===== src/rtl/mem_arb.sv =====
// mem_arb: two-requester (instruction fetch / data) arbiter in front of a
// single-outstanding memory port.
//
// One transaction is in flight at a time. The FSM walks
// IDLE -> ISSUE -> WAIT -> RESP -> IDLE. A misaligned request, when
// ALIGN_CHECK is set, goes straight from IDLE to RESP with an error and
// never reaches memory.
//
// Compile-time option:
//   MEM_ARB_RR_EN  defined   -> round-robin grant between the two ports
//                  undefined -> fixed priority, port 1 (data) wins
module mem_arb #(
  parameter bit ALIGN_CHECK = 1'b1
) (
  input  logic        clk,
  input  logic        rst,
  input  logic [1:0]  req_val,
  output logic [1:0]  req_rdy,
  input  logic [1:0]  req_wen,
  input  logic [63:0] req_addr,
  input  logic [63:0] req_wdata,
  output logic [1:0]  resp_val,
  output logic [31:0] resp_data,
  output logic        resp_err,
  output logic        mem_req_val,
  input  logic        mem_req_rdy,
  output logic        mem_req_wen,
  output logic [31:0] mem_req_addr,
  output logic [31:0] mem_req_wdata,
  input  logic        mem_resp_val,
  input  logic [31:0] mem_resp_data
);

  localparam logic [1:0] ST_IDLE  = 2'd0;
  localparam logic [1:0] ST_ISSUE = 2'd1;
  localparam logic [1:0] ST_WAIT  = 2'd2;
  localparam logic [1:0] ST_RESP  = 2'd3;

  // Port index -> one-hot strobe for the two requesters.
  function automatic logic [1:0] port_onehot(input logic port);
    port_onehot = port ? 2'b10 : 2'b01;
  endfunction

  // A word access must sit on a 4-byte boundary when checking is enabled.
  function automatic logic is_misaligned(input logic [31:0] addr);
    is_misaligned = ALIGN_CHECK && (addr[1:0] != 2'b00);
  endfunction

  logic [1:0]  state_q, state_d;
  logic        owner_q, owner_d;
  logic        wen_q, wen_d;
  logic [31:0] addr_q, addr_d;
  logic [31:0] wdata_q, wdata_d;
  logic [31:0] rdata_q, rdata_d;
  logic        err_q, err_d;

  logic        gnt_s;
  logic        accept_s;
  logic [31:0] sel_addr_s;
  logic [31:0] sel_wdata_s;
  logic        sel_wen_s;

`ifdef MEM_ARB_RR_EN
  // 1 = port 1 wins the next contention, 0 = port 0 wins.
  logic        prio_q, prio_d;
`endif

  // Choose which requester would be granted this cycle.
  always_comb begin
    gnt_s = 1'b0;
`ifdef MEM_ARB_RR_EN
    if (req_val == 2'b11) begin
      gnt_s = prio_q;
    end else if (req_val[1]) begin
      gnt_s = 1'b1;
    end else begin
      gnt_s = 1'b0;
    end
`else
    if (req_val[1]) begin
      gnt_s = 1'b1;
    end else begin
      gnt_s = 1'b0;
    end
`endif
  end

  // Ready only in IDLE, only to the granted and valid requester, never in reset.
  always_comb begin
    req_rdy = 2'b00;
    if ((state_q == ST_IDLE) && req_val[gnt_s] && rst) begin
      req_rdy = port_onehot(gnt_s);
    end else begin
      req_rdy = 2'b00;
    end
  end

  assign accept_s    = |(req_val & req_rdy);
  assign sel_addr_s  = gnt_s ? req_addr[63:32]  : req_addr[31:0];
  assign sel_wdata_s = gnt_s ? req_wdata[63:32] : req_wdata[31:0];
  assign sel_wen_s   = gnt_s ? req_wen[1]       : req_wen[0];

  // Transaction FSM and datapath next-state.
  always_comb begin
    state_d = state_q;
    owner_d = owner_q;
    wen_d   = wen_q;
    addr_d  = addr_q;
    wdata_d = wdata_q;
    rdata_d = rdata_q;
    err_d   = err_q;
    case (state_q)
      ST_IDLE: begin
        if (accept_s) begin
          owner_d = gnt_s;
          wen_d   = sel_wen_s;
          addr_d  = sel_addr_s;
          wdata_d = sel_wdata_s;
          rdata_d = 32'd0;
          if (is_misaligned(sel_addr_s)) begin
            err_d   = 1'b1;
            state_d = ST_RESP;
          end else begin
            err_d   = 1'b0;
            state_d = ST_ISSUE;
          end
        end else begin
          state_d = ST_IDLE;
        end
      end
      ST_ISSUE: begin
        if (mem_req_rdy) begin
          state_d = ST_WAIT;
        end else begin
          state_d = ST_ISSUE;
        end
      end
      ST_WAIT: begin
        if (mem_resp_val) begin
          rdata_d = wen_q ? 32'd0 : mem_resp_data;
          state_d = ST_RESP;
        end else begin
          state_d = ST_WAIT;
        end
      end
      ST_RESP: begin
        rdata_d = 32'd0;
        err_d   = 1'b0;
        state_d = ST_IDLE;
      end
      default: begin
        state_d = ST_IDLE;
      end
    endcase
  end

`ifdef MEM_ARB_RR_EN
  // After a grant, the other port gets priority on the next contention.
  always_comb begin
    prio_d = prio_q;
    if (accept_s) begin
      prio_d = ~gnt_s;
    end else begin
      prio_d = prio_q;
    end
  end

  // Round-robin pointer; reset favours the data port.
  always_ff @(posedge clk or negedge rst) begin
    if (!rst) begin
      prio_q <= 1'b1;
    end else begin
      prio_q <= prio_d;
    end
  end
`endif

  // State and latched-transaction registers; reset abandons any transaction.
  always_ff @(posedge clk or negedge rst) begin
    if (!rst) begin
      state_q <= ST_IDLE;
      owner_q <= 1'b0;
      wen_q   <= 1'b0;
      addr_q  <= 32'd0;
      wdata_q <= 32'd0;
      rdata_q <= 32'd0;
      err_q   <= 1'b0;
    end else begin
      state_q <= state_d;
      owner_q <= owner_d;
      wen_q   <= wen_d;
      addr_q  <= addr_d;
      wdata_q <= wdata_d;
      rdata_q <= rdata_d;
      err_q   <= err_d;
    end
  end

  // Memory request decoded from flops; address/data are zero outside ISSUE.
  always_comb begin
    mem_req_val   = 1'b0;
    mem_req_wen   = 1'b0;
    mem_req_addr  = 32'd0;
    mem_req_wdata = 32'd0;
    if (state_q == ST_ISSUE) begin
      mem_req_val   = 1'b1;
      mem_req_wen   = wen_q;
      mem_req_addr  = addr_q;
      mem_req_wdata = wdata_q;
    end else begin
      mem_req_val   = 1'b0;
    end
  end

  // Response strobe to the owner for the single RESP cycle; data/err zero otherwise.
  always_comb begin
    resp_val  = 2'b00;
    resp_data = 32'd0;
    resp_err  = 1'b0;
    if (state_q == ST_RESP) begin
      resp_val  = port_onehot(owner_q);
      resp_data = rdata_q;
      resp_err  = err_q;
    end else begin
      resp_val  = 2'b00;
    end
  end

endmodule


===== config.mk =====
export PLATFORM = sky130hd
export DESIGN_NAME = mem_arb
export DESIGN_NICKNAME = d
export VERILOG_FILES = /design/src/rtl/mem_arb.sv
export SDC_FILE = /design/constraint.sdc
export NUM_CORES = 1
export LEC_CHECK = 0
export CAP_MARGIN = 20
export CORE_UTILIZATION = 44
export CTS_BUF_LIST = sky130_fd_sc_hd__clkbuf_2 sky130_fd_sc_hd__clkbuf_4 sky130_fd_sc_hd__clkbuf_8
export CTS_CLUSTER_DIAMETER = 80
export DETAILED_ROUTE_END_ITERATION = 10
export PLACE_DENSITY_LB_ADDON = 0.2
export SYNTH_ARGS = -nofsm -noshare
export SYNTH_HDL_FRONTEND = slang
export SYNTH_SLANG_ARGS = --single-unit

===== constraint.sdc =====
create_clock -name clk -period 2.4 [get_ports clk]
set_input_delay 0.48 -clock clk [delete_from_list [all_inputs] [get_ports clk]]
set_output_delay 0.48 -clock clk [all_outputs]
set_load 0.01 [all_outputs]

=== Word level (Yosys, flattened, before mapping) ===
Cells that the tools add are included.

* Flip-flop bits (word level): 101
* Bits of input ports: 168
* Output and inout port bits: 103
* Logic and storage cells: 52

* Magnitude comparators: 1
* Equality and inequality tests: 5
* Muxes and demuxes: 28
* Bitwise operators: 1
* Reduce and logical (&&, ||, !) cells: 10

{| class="wikitable"
|+ Operators with widths
! cell !! number
|-
| $mux 32 || 8
|-
| $pmux 32 s3 || 1
|-
| $mux 2 || 7
|-
| $mux 1 || 10
|-
| $pmux 2 s4 || 1
|-
| $eq 2x2->1 const B || 2
|-
| $ne 2x2->1 const B || 2
|-
| $reduce_and 2->1 || 2
|-
| $reduce_bool 2->1 || 2
|-
| $reduce_and 3->1 || 1
|-
| $reduce_bool 3->1 || 1
|-
| $and 2x2->2 || 1
|-
| $eq 2x1->1 const B || 1
|-
| $logic_and 1x1->1 || 2
|-
| $logic_not 2->1 || 1
|-
| $lt 1x2->1 const B || 1
|-
| $pmux 1 s2 || 1
|-
| $reduce_or 2->1 || 1
|}

=== Depth between registers and ports, before layout ===
* Depth after elaboration: 10
* Mapped depth: 6
* Mapped depth without buffers: 3

=== Least setup slack after synthesis ===
OpenSTA, ideal clock, no wires.

* Path type: input to output
* From: in rst
* To: out req_rdy[0]
* Arrival: 1.332 ns
* Required time: 1.920 ns
* Setup slack: 0.588 ns
* Cell stages on the path: 4
* Path buffers: 2
* Cell sequence: or3b_1 buf_2 clkbuf_1 nor2_1

* Cells in the longest elaborated chain, start to end: 2

{| class="wikitable"
|+ RTL lines
! what !! RTL line !! source
|-
| start, declared || 16 || <nowiki>input logic rst,</nowiki>
|-
| $logic_and 1x1->1 || 91 || <nowiki>if ((state_q == ST_IDLE) && req_val[gnt_s] && rst) begin</nowiki>
|-
| $mux 2 || 91 ||
|-
| end, declared || 18 || <nowiki>output logic [1:0] req_rdy,</nowiki>
|}

No other way between the ends.

=== Final worst setup path ===
* From: reg state_q[0]
* To: out resp_val[0]

* Cells in the longest elaborated chain, start to end: 2

{| class="wikitable"
|+ RTL lines
! what !! RTL line !! source
|-
| start, declared || 49 || <nowiki>logic [1:0] state_q, state_d;</nowiki>
|-
| start signal, assigned || 189 || <nowiki>state_q <= state_d;</nowiki>
|-
| $eq 2x2->1 || 220 || <nowiki>if (state_q == ST_RESP) begin</nowiki>
|-
| $mux 2 || 220 ||
|-
| end, declared || 22 || <nowiki>output logic [1:0] resp_val,</nowiki>
|}

No other way between the ends.

==> report_table.html <==
<table>
<tr><th>Metric</th><th>Value</th></tr>
<tr><th colspan="2">Logic synthesis</th></tr>
<tr><td>Simple-gate area share of the yosys netlist</td><td>14.09%</td></tr>
<tr><td>XOR/XNOR share of the synthesized area</td><td>0%</td></tr>
<tr><td>Portion of netlist area occupied by mux cells</td><td>0%</td></tr>
<tr><td>Synthesis warning total</td><td>0</td></tr>
<tr><td>Area share of the leading cell type in the synthesized netlist</td><td>48.66%</td></tr>
<tr><td>Library cell with the largest summed area after synthesis</td><td>dfrtp_1</td></tr>
<tr><td>Synth Area in Compound Gates</td><td>31.68%</td></tr>
<tr><td>Dominant combinational cell family by area after synthesis</td><td>compound AO/OA/AOI/OAI gates</td></tr>
<tr><td>Cell variety after synth</td><td>28</td></tr>
<tr><td>Adder and majority cell fraction of the synthesized area</td><td>0%</td></tr>
<tr><td>Average size of a mapped cell</td><td>11.52 sq um</td></tr>
<tr><td>Cell with the most instances after synthesis</td><td>dfrtp_1</td></tr>
<tr><td>Synthesized netlist net count</td><td>619</td></tr>
<tr><td>Flip-flop and latch count after synthesis</td><td>101</td></tr>
<tr><td>Post-synth EDFFs</td><td>0</td></tr>
<tr><td>Post-synthesis sequential area ratio</td><td>48.66%</td></tr>
<tr><td>Most instantiated flip-flop cell in the synthesis netlist</td><td>dfrtp_1</td></tr>
<tr><td>Largest cells by area after synthesis</td><td>dfrtp_1 49%, a221o_1 13%, a32o_1 12%, and2_1 7.8%, a22o_1 5.4%</td></tr>
<tr><td>Proportion of synthesized flip-flops having asynchronous set or reset</td><td>100.0%</td></tr>
<tr><td>Post-Syn Area</td><td>5194 sq um</td></tr>
<tr><td>Commonest cells in the netlist</td><td>101 x dfrtp_1, 65 x a221o_1, 65 x and2_1, 64 x a32o_1, 37 x clkbuf_1</td></tr>
<tr><td>Number of standard cells after synthesis</td><td>451</td></tr>
<tr><th colspan="2">Floorplanning</th></tr>
<tr><td>Die span in y</td><td>110.6 um</td></tr>
<tr><td>Rows</td><td>39</td></tr>
<tr><td>Core area</td><td>11470 sq um</td></tr>
<tr><td>Total die area</td><td>12240 sq um</td></tr>
<tr><td>Initial Utilization</td><td>45.29%</td></tr>
<tr><td>Die extent in x</td><td>110.6 um</td></tr>
<tr><td>Top Ports</td><td>271</td></tr>
<tr><th colspan="2">Clock network</th></tr>
<tr><td>CTS Root Cell</td><td>clkbuf_8</td></tr>
<tr><td>Num Clock Sinks</td><td>101</td></tr>
<tr><td>Number of hold buffers added after cts</td><td>0</td></tr>
<tr><td>Clk_lat worst skew</td><td>0.36 ns</td></tr>
<tr><td>Bufs on Longest Clock Path</td><td>2</td></tr>
<tr><td>Inserted Clock Buffers</td><td>9</td></tr>
<tr><td>Deepest level of the CTS H-tree</td><td>3</td></tr>
<tr><td>Clock input transition at the sequential cells of the worst setup and hold paths</td><td>0.10 ns</td></tr>
<tr><td>Clock tree from TritonCTS</td><td>yes</td></tr>
<tr><th colspan="2">Critical path</th></tr>
<tr><td>Critical Path Source Type</td><td>register</td></tr>
<tr><td>Register-to-register setup slack</td><td>0.27 ns</td></tr>
<tr><td>End of the critical path</td><td>resp_val[0]</td></tr>
<tr><td>Worst setup path start</td><td>state_q[0]</td></tr>
<tr><td>Crit Reg-Reg Endpoint</td><td>rdata_q[11]</td></tr>
<tr><td>Reg2Reg Launch Point</td><td>state_q[1]</td></tr>
<tr><td>Max Fanout on Critical Path</td><td>41</td></tr>
<tr><td>Crit path capture type</td><td>output port</td></tr>
<tr><td>Number of cells traversed by the worst register-to-register path</td><td>5</td></tr>
<tr><td>Worst EP required</td><td>1.92 ns</td></tr>
<tr><td>Type of the worst setup path</td><td>reg -&gt; out</td></tr>
<tr><td>Arrival time of the worst setup path</td><td>1.80 ns</td></tr>
<tr><th colspan="2">Global route</th></tr>
<tr><td>Number of global-route vias before repair</td><td>5393</td></tr>
<tr><td>Antenna violations before repair</td><td>0</td></tr>
<tr><td>Pin count of the biggest net entering global routing</td><td>83</td></tr>
<tr><td>Remaining global-route overflow</td><td>0</td></tr>
<tr><td>First-pass GRT wire length</td><td>28.41 mm</td></tr>
<tr><td>Total track usage</td><td>28.92%</td></tr>
<tr><th colspan="2">Power</th></tr>
<tr><td>Leak pwr</td><td>0.004226 uW</td></tr>
<tr><td>PwrDens</td><td>983.4 nW/um^2</td></tr>
<tr><td>Worst IR drop on VDD</td><td>521.6 uV</td></tr>
<tr><th colspan="2">Drt</th></tr>
<tr><td>Vias post-DR</td><td>5177</td></tr>
<tr><td>Drt first pass iters</td><td>7</td></tr>
<tr><td>Met2 wirelength from detailed routing</td><td>8.694 mm</td></tr>
<tr><td>Routed wirelength normalized by instance count</td><td>21.23 um</td></tr>
<tr><td>Post-DRT Antenna Nets</td><td>0</td></tr>
<tr><td>Detail Route met3 WL</td><td>1.149 mm</td></tr>
<tr><td>Avg Vias per Cell</td><td>6.148</td></tr>
<tr><td>Number of DRC violations after detailed routing</td><td>0</td></tr>
<tr><td>Routed metal-1 wirelength</td><td>7.215 mm</td></tr>
<tr><td>DR top layer</td><td>met4</td></tr>
<tr><td>Routed WL</td><td>17.87 mm</td></tr>
<tr><td>Detailed router's first-iteration violation count</td><td>433</td></tr>
<tr><th colspan="2">STA</th></tr>
<tr><td>Final Skew</td><td>0.008679 ns</td></tr>
<tr><td>Setup WS post-layout</td><td>0.1189 ns</td></tr>
<tr><td>Transition at the pin with the smallest max-transition slack</td><td>0.7923 ns</td></tr>
<tr><td>Worst-case headroom to the max-slew limit</td><td>47.18%</td></tr>
<tr><td>Setup TNS Final</td><td>0 ns</td></tr>
<tr><td>Count of final max-slew check failures</td><td>0</td></tr>
<tr><td>Final period demand of the worst path</td><td>2.281 ns</td></tr>
<tr><td>Setup repair after global routing missed its margin</td><td>true</td></tr>
<tr><td>Final hold violation count</td><td>0</td></tr>
<tr><td>Final period util</td><td>95.05%</td></tr>
<tr><td>Total of endpoints with negative setup slack in the final report</td><td>0</td></tr>
<tr><td>Max Clk Rate</td><td>438.4 MHz</td></tr>
<tr><th colspan="2">Placement</th></tr>
<tr><td>Routability cong.</td><td>0.8293</td></tr>
<tr><td>Post-detailed-placement half-perimeter wirelength</td><td>11.90 mm</td></tr>
<tr><td>Place WS</td><td>-0.04816 ns</td></tr>
<tr><td>Count of input and output buffers</td><td>270</td></tr>
<tr><th colspan="2">Final layout</th></tr>
<tr><td>Area overhead of the layout relative to synthesis</td><td>61.82%</td></tr>
<tr><td>Diode count</td><td>0</td></tr>
<tr><td>Layout cell share with drive strength beyond 1</td><td>6.438%</td></tr>
<tr><td>Post-layout net count</td><td>862</td></tr>
<tr><td>Number of inserted filler cells in the final layout</td><td>842</td></tr>
<tr><th colspan="2">Job</th></tr>
<tr><td>Reported max-cap violation count</td><td>0</td></tr>
<tr><th colspan="2">Hold path</th></tr>
<tr><td>Path category of the worst min-delay check</td><td>in -&gt; async</td></tr>
<tr><th colspan="2">Outcome</th></tr>
<tr><td>Status</td><td>finished clean</td></tr>
</table>
## power by group
| group | total, uW | switching [uW] | internal, uW |
|---|---|---|---|
| sequential | 2970 | 537 | 2430 |
| clock | 1190 | 592 | 600 |
| combinational | 4100 | 1820 | 2280 |
## sequential cells by signal, summed over array words and instances, names as in the netlist
| signal | count |
|---|---|
| addr_q | 32 |
| rdata_q | 32 |
| wdata_q | 32 |
| state_q | 2 |
| err_q | 1 |
| owner_q | 1 |
| wen_q | 1 |
## area by class of cell
cell class / count / area, sq um / area share [%]
timing repair buffer: 289 / 3045 / 36.24
sequential: 101 / 2530 / 30.10
multi-input combinational: 290 / 2421 / 28.81
tap: 143 / 178.9 / 2.129
clock buffer: 10 / 131.4 / 1.563
clock inverter: 6 / 86.33 / 1.027
inverter: 3 / 11.26 / 0.1340
## metrics by stage
| step | instances | cell area [sq um] | total power, uW | utilization, % | hold slack [ns] |
|---|---|---|---|---|---|
| 2_1_floorplan | 451 | 5194 | 5158 | - | 0.1844 |
| 3_3_place_gp | 824 | 8026 | 7069 | 69.99 | 0.4763 |
| 3_5_place_dp | 824 | 8026 | 7213 | 69.99 | 0.4783 |
| 4_1_cts | 841 | 8240 | 8374 | 71.86 | 0.1230 |
| 5_1_grt | 842 | 8404 | 8762 | 73.29 | 0.1317 |
| 6_report | 842 | 8404 | 8265 | 73.29 | 0.1178 |
## cells in the final DEF, fill, tap and decap left out, types with 2 or more instances in the layout
cell             count
o21ai_0              3
clkdlybuf4s50_1    202
nor2_4               2
inv_1                3
dfrtp_2              2
and2_1              65
and3_1              33
a221o_1             65
dlymetal6s2s_1      49
dfrtp_1             99
a32o_1              64
clkbuf_8             9
a22o_1              32
nand2_1              3
nor2_1               6
nor2b_4              2
buf_4               12
nor2b_1              2
dlygate4sd2_1       18
buf_12               6
bufinv_16            2
clkinv_2             2
## kinds of logic after synthesis
logic type,count (synthesis)
flops,101
compound gates,171
simple gates,119
buf+inv,60
## routing by layer
layer	vias up	GRT usage, %
met5	-	0
met4	0	15.56
met3	54	6.476
met2	252	47.20
met1	2574	35.65
li1	2297	-
## what timing repair did
action	in CTS	in global routing
setup buffers	1	0
endpoints found under the setup margin	51	74
gates resized for setup	22	53
## worst min-delay path by stage
| stage | from | endpoint | slack, ns |
|---|---|---|---|
| floorplan | rst | addr_q[0] | 0.18 |
| global placement | rdata_q[28] | rdata_q[28] | 0.48 |
| detailed placement | rdata_q[11] | rdata_q[11] | 0.48 |
| CTS | rst | err_q | 0.12 |
| global route | rst | err_q | 0.13 |
| finish | rst | addr_q[7] | 0.12 |
## worst max-delay path, cell delays in order (launching register included)
cell and delay [ns]:
dfrtp_2 0.42, buf_8 0.23, nand2_1 0.10, nor2_1 0.11
clkdlybuf4s50_1 0.58
No activity file was read; power rests on OpenSTA's default activity.
==> patch 1: new RTL, config.mk and constraints unchanged <==
Build with the macro `MEM_ARB_RR_EN` defined.
--- a/src/rtl/mem_arb.sv
+++ b/src/rtl/mem_arb.sv
@@ -9,6 +9,8 @@
 // Compile-time option:
 //   MEM_ARB_RR_EN  defined   -> round-robin grant between the two ports
 //                  undefined -> fixed priority, port 1 (data) wins
+`define MEM_ARB_RR_EN
+
 module mem_arb #(
   parameter bit ALIGN_CHECK = 1'b1
 ) (
Check against the original RTL: not equivalent (Yosys sat finds a counterexample within 4 cycles, from zero or initial values and one cycle with rst low).
==> patch 1 against the original RTL <==
- die area up 7.6%
- synthesized area up 7.7%
- cell area up 2.8%
- total power down 1.2%
- sequential cell count up 1
- clock skew up 0.0037 ns
- routed wire length up 4.1%
- worst setup slack worse by 0.045 ns
- critical endpoint is now mem_req_wdata[25]
==> patch 1: results <==
INSERT INTO impl_metrics (metric_group, metric, value, unit) VALUES
('outcome', 'result_of_the_run', 'completed', ''),
('global_route', 'grt_pass1_wl', '29400', 'um'),
('timing', 'worst_slew_pin_slew', '0.887', 'ns'),
('routing', 'via_to_cell_ratio', '5.47', ''),
('power', 'standby_leakage_power', '4.03', 'nW'),
('clocking', 'post_cts_resized', '45', ''),
('worst_setup_path', 'worst-path-max-fanout', '26', ''),
('final_layout', 'layout.clock.cell_area_share', '2.42', '%'),
('timing', 'timing.clock.skew', '0.0124', 'ns'),
('final_layout', 'signal_buffer_area_fraction', '34.2', '%'),
('worst_setup_path', 'reg2reg_from', 'state_q[0]$_DFF_PN0_', ''),
('final_layout', 'multi_input_area', '0.00258', 'sq mm'),
('place', 'place_ws', '-0.0788', 'ns'),
('worst_setup_path', 'critical_path.endpoint', 'mem_req_wdata[25]', ''),
('place', 'place.gp.congestion', '0.833', ''),
('yosys', 'mappedNetlistNets', '823', ''),
('worst_setup_path', 'r2r.worst_path.cells', '6', ''),
('global_route', 'total_routing_resource_utilization_after_global_routing', '28.4', '%'),
('power', 'ir_worst_vdd', '0.499', 'mV'),
('final_layout', 'final_net_count', '1061', ''),
('yosys', 'sequential_share_of_the_synthesized_area', '45.6', '%'),
('power', 'internal_power', '4.96', 'mW'),
('final_layout', 'share_of_cell_area_taken_by_multi_input_logic_gates', '29.9', '%'),
('yosys', 'synth.ff_latch_count', '102', ''),
('place', 'place.detailed.instances', '1049', '');
## patch 1: cell count changes after synthesis, sizes merged, moves of 3 or more
cell | unedited run | this run
a21oi | 0 | 68
a221o | 65 | 1
a22o | 32 | 0
a31oi | 0 | 65
a32o | 64 | 0
and3 | 33 | 2
buf | 20 | 31
inv | 3 | 34
mux2i | 0 | 32
nand2 | 3 | 34
nand3 | 0 | 65
nor2 | 8 | 37
nor2b | 4 | 1
o21ai | 3 | 68
## patch 1: cell families after synthesis
family                 share of synthesized area (%)
and+or+nand+nor                                 19.3
AOI/OAI and AO/OA                               20.6
DFF                                             45.6
buffers and inverters                           8.59
muxes                                           5.93
## patch 1: per-layer routing
metal  up-vias  GRT usage, %  wire (um)
met5         -             0          0
met4         0          13.1        568
met3        41          5.48       1300
met2       267          48.3       9300
met1      2790          35.2       7450
li1       2737             -          -
## patch 1: critical path, stage by stage (launching register included)
cell and delay, ns:
dfrtp_1 0.38, and2b_2 0.27, buf_12 0.17, and2_1 0.13
clkdlybuf4s50_1 0.54
==> patch 2: new RTL, same settings <==
Made on the original files. `wdata_q` no longer has a reset.
--- a/src/rtl/mem_arb.sv
+++ b/src/rtl/mem_arb.sv
@@ -182,7 +182,6 @@
       owner_q <= 1'b0;
       wen_q   <= 1'b0;
       addr_q  <= 32'd0;
-      wdata_q <= 32'd0;
       rdata_q <= 32'd0;
       err_q   <= 1'b0;
     end else begin
@@ -190,10 +189,13 @@
       owner_q <= owner_d;
       wen_q   <= wen_d;
       addr_q  <= addr_d;
-      wdata_q <= wdata_d;
       rdata_q <= rdata_d;
       err_q   <= err_d;
     end
+  end
+
+  always_ff @(posedge clk) begin
+    wdata_q <= wdata_d;
   end
 
   // Memory request decoded from flops; address/data are zero outside ISSUE.
Formal check against the unedited RTL: no difference found for any inputs over 10 cycles, from zero or initial values and one cycle with rst low; that may be too few to reach the edited logic, so the function may still have changed.
==> patch 2 against the original RTL <==
- total power decreased by 9.0%
- first-iteration DRC count decreased by 3.7%
- worst setup slack got worse by 0.035 ns
- core utilization increased by 0.88 points
- routed wire length decreased by 8.0%
- cell area decreased by 3.1%
- synthesized area decreased by 3.3%
- sequential cell count unchanged
- critical path depth unchanged
- largest cell class unchanged
==> patch 2: results <==
INSERT INTO impl_metrics (metric_group, metric, value, unit) VALUES
('global_route', 'grt_start_max_net_pins', '43', ''),
('worst_setup_path', 'critPathLaunch', 'state_q[1]$_DFF_PN0_', ''),
('final_layout', 'fill_cells', '803', ''),
('worst_setup_path', 'cp.arrival', '1.84', 'ns'),
('yosys', 'mappedNetlistNets', '574', ''),
('place', 'postPlaceCellArea', '0.00786', 'sq mm'),
('routing', 'avgRoutedWirePerCell', '20.3', 'um'),
('yosys', 'synth-edff-count', '32', ''),
('worst_setup_path', 'critical_path.max_stage_delay', '0.54', 'ns'),
('yosys', 'syn_avg_cell_area', '12.4', 'sq um'),
('worst_setup_path', 'r2r.worst_path.cells', '4', ''),
('power', 'standby_leakage_power', '3.76', 'nW'),
('power', 'ir_worst_vdd', '0.548', 'mV'),
('worst_setup_path', 'critical_path.reg2reg.endpoint', 'addr_q[21]$_DFFE_PN0P_', ''),
('final_layout', 'final_layout_size_suffix_gt1_share', '12.4', '%'),
('place', 'place.detailed.instances', '787', ''),
('worst_setup_path', 'worst-path-max-fanout', '21', ''),
('power', 'power.share.switching', '36.3', '%'),
('timing', 'timing.clock.skew', '0.0163', 'ns'),
('global_route', 'first_global_vias', '4750', ''),
('yosys', 'async_flop_share', '68.3', '%'),
('yosys', 'sequential_share_of_the_synthesized_area', '53.5', '%'),
('routing', 'via_to_cell_ratio', '5.69', ''),
('global_route', 'total_routing_resource_utilization_after_global_routing', '27.2', '%'),
('worst_setup_path', 'timing.reg2reg.setup_slack', '0.54', 'ns'),
('outcome', 'result_of_the_run', 'completed', '');
## patch 2: cell type report
type	count	area, sq um	area share (%)
repair buffers	294	2940	36.1
flip-flops and latches	101	2690	33.0
multi-input cells	258	2150	26.3
well taps	140	175	2.15
clock buffers	9	124	1.52
clock inverters	7	65.1	0.799
inverters	2	7.51	0.0922
## patch 2: logic make-up after synthesis
logic type	Yosys count	share of synthesized area [%]
DFF	101	53.5
and+or+nand+nor	118	14.6
muxes	32	7.18
buffers and inverters	47	4.46
AOI/OAI and AO/OA	108	20.2
## patch 2: how the worst max path moves through the flow
| stage | endpoint | slack (ns) | cells past startpoint |
|---|---|---|---|
| floorplan | wdata_q[0]$_DFFE_PP_ | 0.32 | 5 |
| global placement | rdata_q[27]$_DFFE_PN0P_ | -0.21 | 4 |
| detailed placement | req_rdy[0] | 0.1 | 4 |
| CTS | resp_data[18] | 0.007 | 3 |
| global route | resp_data[30] | 0.02 | 4 |
| finish | resp_data[12] | 0.08 | 4 |
## patch 2: timing repair
action,in CTS,in global routing
setup endpoints to repair,101,34
buffers inserted,5,0
resized for setup,75,12
cloned,2,1
pin swaps,3,0
## patch 2: power by group through the flow
| stage | logic (mW) | registers [mW] | clock network (mW) |
|---|---|---|---|
| floorplan | 1.99 | 2.68 | 0 |
| global placement | 3.52 | 2.80 | 0 |
| detailed placement | 3.61 | 2.84 | 0 |
| CTS | 3.62 | 2.80 | 1.08 |
| global route | 3.93 | 2.89 | 1.15 |
| finish | 3.66 | 2.82 | 1.05 |
## patch 2: layer usage
layer	vias to the layer above	track usage [%]	wire length, um
li1	2089	-	-
met1	2269	30.9	6160
met2	231	48.0	8430
met3	24	8.37	1450
met4	0	10.4	397
met5	-	0	0
## patch 2: stage by stage
stage	worst slack [ns]	power (mW)	hold WS (ns)	setup TNS, ns
2_1_floorplan	0.324	4.67	0.184	0
3_3_place_gp	-0.205	6.32	0.476	-8.72
3_5_place_dp	0.0999	6.44	0.479	0
4_1_cts	0.00720	7.50	0.109	0
5_1_grt	0.0205	7.97	0.121	0
6_report	0.0839	7.52	0.116	0
